$ cat src/rtl/ic_cpu_bus_sram_responder.sv
// ---------------------------------------------------------------------------
// ic_cpu_bus_sram_responder
//
// Target end of the CPU memory bus. Accepts one request at a time on the
// req/gnt channel, performs a single access on a single-port synchronous
// SRAM (1-cycle read latency), and returns the result on the recv/ack channel.
// Requests that fall outside the [BASE_ADDR, BASE_ADDR+SIZE) window receive an
// error response without touching the SRAM.
//
// Ports
//   g_clk, g_resetn      clock, synchronous active-low reset
//   s_mem_req            request valid
//   s_mem_wen            1 = write, 0 = read
//   s_mem_strb[3:0]      byte write strobes
//   s_mem_wdata[31:0]    write data
//   s_mem_addr[31:0]     byte address
//   s_mem_gnt            request accepted this cycle (high whenever idle)
//   s_mem_recv           response valid
//   s_mem_ack            initiator accepts response
//   s_mem_error          response is an error
//   s_mem_rdata[31:0]    read data (0 for writes and errors)
//   sram_cen             SRAM access enable (one cycle per access)
//   sram_wstrb[3:0]      SRAM byte write enables (0 = read)
//   sram_addr[SW-1:0]    SRAM word address
//   sram_wdata[31:0]     SRAM write data
//   sram_rdata[31:0]     SRAM read data, valid the cycle after sram_cen
// ---------------------------------------------------------------------------
module ic_cpu_bus_sram_responder #(
  parameter logic [31:0] BASE_ADDR   = 32'h0000_0000,
  parameter logic [31:0] SIZE        = 32'h0001_0000,
  parameter int unsigned WAIT_CYCLES = 0,
  localparam int         SW          = $clog2(SIZE / 4)
) (
  input  logic          g_clk,
  input  logic          g_resetn,
  input  logic          s_mem_req,
  input  logic          s_mem_wen,
  input  logic [3:0]    s_mem_strb,
  input  logic [31:0]   s_mem_wdata,
  input  logic [31:0]   s_mem_addr,
  output logic          s_mem_gnt,
  output logic          s_mem_recv,
  input  logic          s_mem_ack,
  output logic          s_mem_error,
  output logic [31:0]   s_mem_rdata,
  output logic          sram_cen,
  output logic [3:0]    sram_wstrb,
  output logic [SW-1:0] sram_addr,
  output logic [31:0]   sram_wdata,
  input  logic [31:0]   sram_rdata
);

  typedef enum logic [2:0] {
    ST_IDLE,
    ST_ACCESS,
    ST_CAPTURE,
    ST_WAIT,
    ST_RSP
  } state_t;

  // The counter runs WAIT_LOAD..0 inclusive, i.e. exactly WAIT_CYCLES cycles.
  localparam logic [3:0] WAIT_LOAD = (WAIT_CYCLES > 0) ? 4'(WAIT_CYCLES - 1) : 4'd0;

  state_t        state_q, state_d;
  logic          wen_q;
  logic [3:0]    strb_q;
  logic [31:0]   wdata_q;
  logic [SW-1:0] widx_q;
  logic          error_q;
  logic [31:0]   rdata_q;
  logic [3:0]    wait_q;

  // Offset from the window base. Because BASE_ADDR is SIZE-aligned, an address
  // below the base wraps to a value >= SIZE, so one unsigned compare covers
  // both ends of the window and is safe even when the window ends at 2^32.
  logic [31:0] offset;
  logic        in_range;

  assign offset   = s_mem_addr - BASE_ADDR;
  assign in_range = (offset < SIZE);

  // NOTE: state registers use non-blocking assignments so every flop samples
  // the pre-edge values of the others, independent of statement order.
  always_ff @(posedge g_clk) begin
    if (!g_resetn) begin
      state_q <= ST_IDLE;
      wen_q   <= 1'b0;
      strb_q  <= 4'b0;
      wdata_q <= 32'b0;
      widx_q  <= '0;
      error_q <= 1'b0;
      rdata_q <= 32'b0;
      wait_q  <= 4'b0;
    end else begin
      state_q <= state_d;
      case (state_q)
        ST_IDLE: begin
          // gnt is high throughout IDLE, so a req here is an accepted request.
          if (s_mem_req) begin
            wen_q   <= s_mem_wen;
            strb_q  <= s_mem_strb;
            wdata_q <= s_mem_wdata;
            widx_q  <= offset[SW+1:2];
            error_q <= !in_range;
            rdata_q <= 32'b0;
          end
        end
        ST_CAPTURE: begin
          rdata_q <= wen_q ? 32'b0 : sram_rdata;
          wait_q  <= WAIT_LOAD;
        end
        ST_WAIT: begin
          if (wait_q != 4'd0) wait_q <= wait_q - 4'd1;
        end
        default: ;
      endcase
    end
  end

  // NOTE: every signal driven here is given a default first, so no path
  // through the case leaves it unassigned and no latch is inferred.
  always_comb begin
    state_d = state_q;
    case (state_q)
      ST_IDLE:    if (s_mem_req) state_d = in_range ? ST_ACCESS : ST_RSP;
      ST_ACCESS:  state_d = ST_CAPTURE;
      ST_CAPTURE: state_d = (WAIT_CYCLES > 0) ? ST_WAIT : ST_RSP;
      ST_WAIT:    if (wait_q == 4'd0) state_d = ST_RSP;
      ST_RSP:     if (s_mem_ack) state_d = ST_IDLE;
      default:    state_d = ST_IDLE;
    endcase
  end

  // Outputs are forced quiet while reset is held, even though the registered
  // state only changes at the next edge.
  always_comb begin
    s_mem_gnt   = 1'b0;
    s_mem_recv  = 1'b0;
    s_mem_error = 1'b0;
    s_mem_rdata = 32'b0;
    sram_cen    = 1'b0;
    sram_wstrb  = 4'b0;
    sram_addr   = widx_q;
    sram_wdata  = wdata_q;
    if (g_resetn) begin
      s_mem_gnt = (state_q == ST_IDLE);
      if (state_q == ST_RSP) begin
        s_mem_recv  = 1'b1;
        s_mem_error = error_q;
        s_mem_rdata = rdata_q;
      end
      if (state_q == ST_ACCESS) begin
        sram_cen   = 1'b1;
        sram_wstrb = wen_q ? strb_q : 4'b0;
      end
    end
  end

endmodule

$ cat config.mk
export PLATFORM = sky130hd
export DESIGN_NAME = ic_cpu_bus_sram_responder
export DESIGN_NICKNAME = d
export VERILOG_FILES = /design/src/rtl/ic_cpu_bus_sram_responder.sv
export SDC_FILE = /design/constraint.sdc
export NUM_CORES = 1
export LEC_CHECK = 0
export CORE_MARGIN = 4
export CORE_UTILIZATION = 44
export DETAILED_ROUTE_END_ITERATION = 8
export PLACE_DENSITY = 0.95
export SYNTH_ARGS = -nofsm -noshare
export SYNTH_HDL_FRONTEND = slang
export SYNTH_SLANG_ARGS = --single-unit
export TNS_END_PERCENT = 5
$ cat constraint.sdc
create_clock -name g_clk -period 3.41 [get_ports g_clk]
set_input_delay 0.682 -clock g_clk [delete_from_list [all_inputs] [get_ports g_clk]]
set_output_delay 0.682 -clock g_clk [all_outputs]
set_load 0.02 [all_outputs]
==> flow_summary_export.csv, run 1 <==
group,metric,value,unit
synth,synth_top_area_share,46.6,%
cts,clk_pin_slew_worst_paths,90,ps
floorplanning,die_y,102,um
cts,clock_latency,350,ps
setup_path,reg2reg_to,"rdata_q[29]$_SDFFE_PN0P_",
place,dp_slack,252,ps
synth,synth_edf_count,0,
setup_path,endpoint_kind,"output port",
sta,post-route-period-util,92.3,%
setup_path,slowest_delay,630,ps
synth,ys_ff_latch,91,
cts,root_buffer,"clkbuf_8",
setup_path,crit_required,2730,ps
detailed_routing,drtIter0Drc,102,
hold_path,holdPathEnd,"sram_addr[2]$_SDFFE_PN0P_",
cts,cts_resized,0,
detailed_routing,via_count,3428,
setup_path,critPathKind,"input port to output port",
synth,yosys_most_used_dff,"dfxtp_1",
floorplanning,core_area,8680,sq um
power_and_ir_drop,p_leak,0.00219,uW
synth,yosysTopAreaCell,"dfxtp_1",
sta,setup_slack,263,ps
grt,track_usage,19.3,%
synth,ys_warn_count,0,
grt,grt_max_degree,55,
hold_path,min_from,"sram_addr[2]$_SDFFE_PN0P_",
floorplanning,die_area,10500,sq um
synth,synth.net_count,503,
synth,avgSynthCellArea,9.87,sq um
sta,finalHoldViolCount,0,
detailed_routing,ant_nets,0,
finish,final_layout_size_suffix_gt1_share,13.5,%
run,cap_violations,0,
cts,htreeDepth,3,
setup_path,slowest_stage,"clkdlybuf4s50_1",
synth,synth-async-reset-ratio,0,%
sta,final.min_clock_period,3150,ps
synth,ys_top_cells_by_count,"104 x nand2_1, 91 x dfxtp_1, 48 x a21boi_2",
detailed_routing,wl_per_cell,15.2,um
synth,yosys-top-cells-area,"dfxtp_1 47%, a21boi_2 14%, nand2_1 10%",
grt,grt_pass1_vias,3402,
synth,synth_most_common_cell,"nand2_1",
power_and_ir_drop,pwr_density_cell,366,nW/um^2
sta,setup_tns,0,ps
sta,slew_headroom,62.1,%
grt,grt_pass1_wl,16000,um
floorplanning,die_w,102,um
floorplanning,rows,34,
cts,cts_max_path_buffers,2,
setup_path,start_kind,"input port",
floorplanning,ios,191,
run_status,outcome,"complete, no violations",
place,dp_hpwl,7700,um
hold_path,min_path_type,"flip-flop to flip-flop",
setup_path,critPathArrivalTime,2460,ps
synth,syn_inst,396,
grt,antenna_found_initial,0,
cts,tritoncts,"built",
setup_path,path_cells,"clkdlybuf4s50_1, nand2b_1, nor2_1, buf_12, and2_1, clkdlybuf4s50_1",
sta,drv_slew,0,
sta,rsz0062_at_grt,"false",
floorplanning,initial_core_util,45.0,%
synth,synth_cell_types,41,
sta,final.setup_skew,17.5,ps
cts,cts.sinks,91,
place,io_buffers,188,
detailed_routing,via_per_inst,5.00,
setup_path,cp_top_family,"buffers and inverters",
hold_path,min_path_cells,2,
finish,area_growth,51.6,%
cts,cts_hold_buffers,0,
sta,worst_pin_slew,568,ps
detailed_routing,routed_wl,10400,um
detailed_routing,dr.pass1.iters,4,
power_and_ir_drop,ir_drop,0.000219,V
finish,n_antenna_cell,0,
setup_path,crit_buf_inv,3,
detailed_routing,drc_errors,0,
grt,grt-ovfl-total,0,
place,gp_congestion,0.774,
sta,clock.fmax,0.318,GHz
finish,final_nets,679,
setup_path,cp_max_fo,34,
cts,cts_buffers,9,
setup_path,r2r_start,"state_q[1]$_SDFFE_PN0P_",
cts,postCtsSetupRepairBufs,0,
sta,setup_viol,0,
synth,ys_seq_area_share,46.6,%
synth,netlist_area,3910,sq um
setup_path,path_common_cell,"clkdlybuf4s50_1",
setup_path,ff2ff_path_depth,4,
setup_path,r2r_slack,1540,ps
==> power by group <==
part / leakage (uW) / internal, uW / switching, uW
registers: 0.000742 / 1100 / 22.5
clock network: 0.0000912 / 274 / 395
logic: 0.00136 / 213 / 161
total: 0.00219 / 1590 / 579
==> metrics by stage <==
step           utilization [%]  std cells  area [sq um]  power, uW  hold WS, ps
2_1_floorplan                -        396          3910       1330          434
3_3_place_gp              66.2        669          5750       1510          444
3_5_place_dp              66.2        669          5750       1520          447
4_1_cts                   68.3        685          5920       2190          459
5_1_grt                   68.3        685          5920       2280          487
6_report                  68.3        685          5920       2170          456
==> worst reg2reg max path, stage by stage, from the launching register on <==
cell	delay [ps]
dfxtp_1	560
or3b_4	470
nor3b_4	210
buf_4	360
a22o_1	220
==> cell type report <==
cell class	instances	area, sq um
Inverter	3	11.3
Timing Repair Buffer	194	1940
Sequential cell	91	1820
Tap cell	108	135
Clock buffer	10	128
Multi-Input combinational cell	273	1840
Clock inverter	6	48.8
Fill cell	642	2750
==> kinds of logic after synthesis <==
family	after synthesis	synth area share, %
simple gates	172	22.0
compound gates	99	24.4
flops	91	46.6
buf+inv	32	6.28
fa+ha+maj	2	0.640
==> worst max-delay path by stage <==
stage / depth (start not counted) / slack [ps] / from / endpoint
floorplan: 4 / 1260 / g_resetn / s_mem_rdata[22]
global placement: 6 / 300 / g_resetn / s_mem_rdata[21]
detailed placement: 6 / 250 / g_resetn / s_mem_rdata[15]
CTS: 6 / 240 / g_resetn / s_mem_rdata[15]
global route: 6 / 150 / g_resetn / s_mem_rdata[25]
finish: 6 / 260 / g_resetn / s_mem_rdata[15]
==> layout by cell type (no fill, tap or decap), drive strengths merged, types with 3 or more instances in the layout <==
cell,netlist,routed
a21boi,53,53
dfxtp,91,91
clkbuf,11,10
clkinv,0,4
o21ai,4,4
nand2,104,104
and2,38,38
clkdlybuf4s50,0,188
nor4,4,4
a22o,32,32
nor2,4,4
inv,3,5
or3,3,3
a21oi,4,4
buf,18,6
==> flip-flops by register name, indices dropped and copies added (netlist names) <==
register and cells:
error_q 1, rdata_q 32, sram_addr 14, sram_wdata 32, state_q 3, strb_q 4
wait_q 4, wen_q 1
==> per-layer routing <==
layer / part of all wire [%] / vias to the layer above / GRT usage, %
met5: 0 / - / 0
met4: 1.6 / 0 / 5.75
met3: 7.0 / 15 / 5.80
met2: 50 / 128 / 34.4
met1: 41 / 1592 / 22.2
li1: - / 1693 / -
Note: power is estimated with default switching activity, not from simulation.
==> run 2: changes to the inputs <==
--- a/config.mk
+++ b/config.mk
@@ -5,6 +5,7 @@
 export SDC_FILE = /design/constraint.sdc
 export NUM_CORES = 1
 export LEC_CHECK = 0
+export CAP_MARGIN = 20
 export CORE_MARGIN = 4
 export CORE_UTILIZATION = 44
 export DETAILED_ROUTE_END_ITERATION = 8
==> results of run 2 <==
No change in the layout: final DEF, timing and power equal those of run 1.
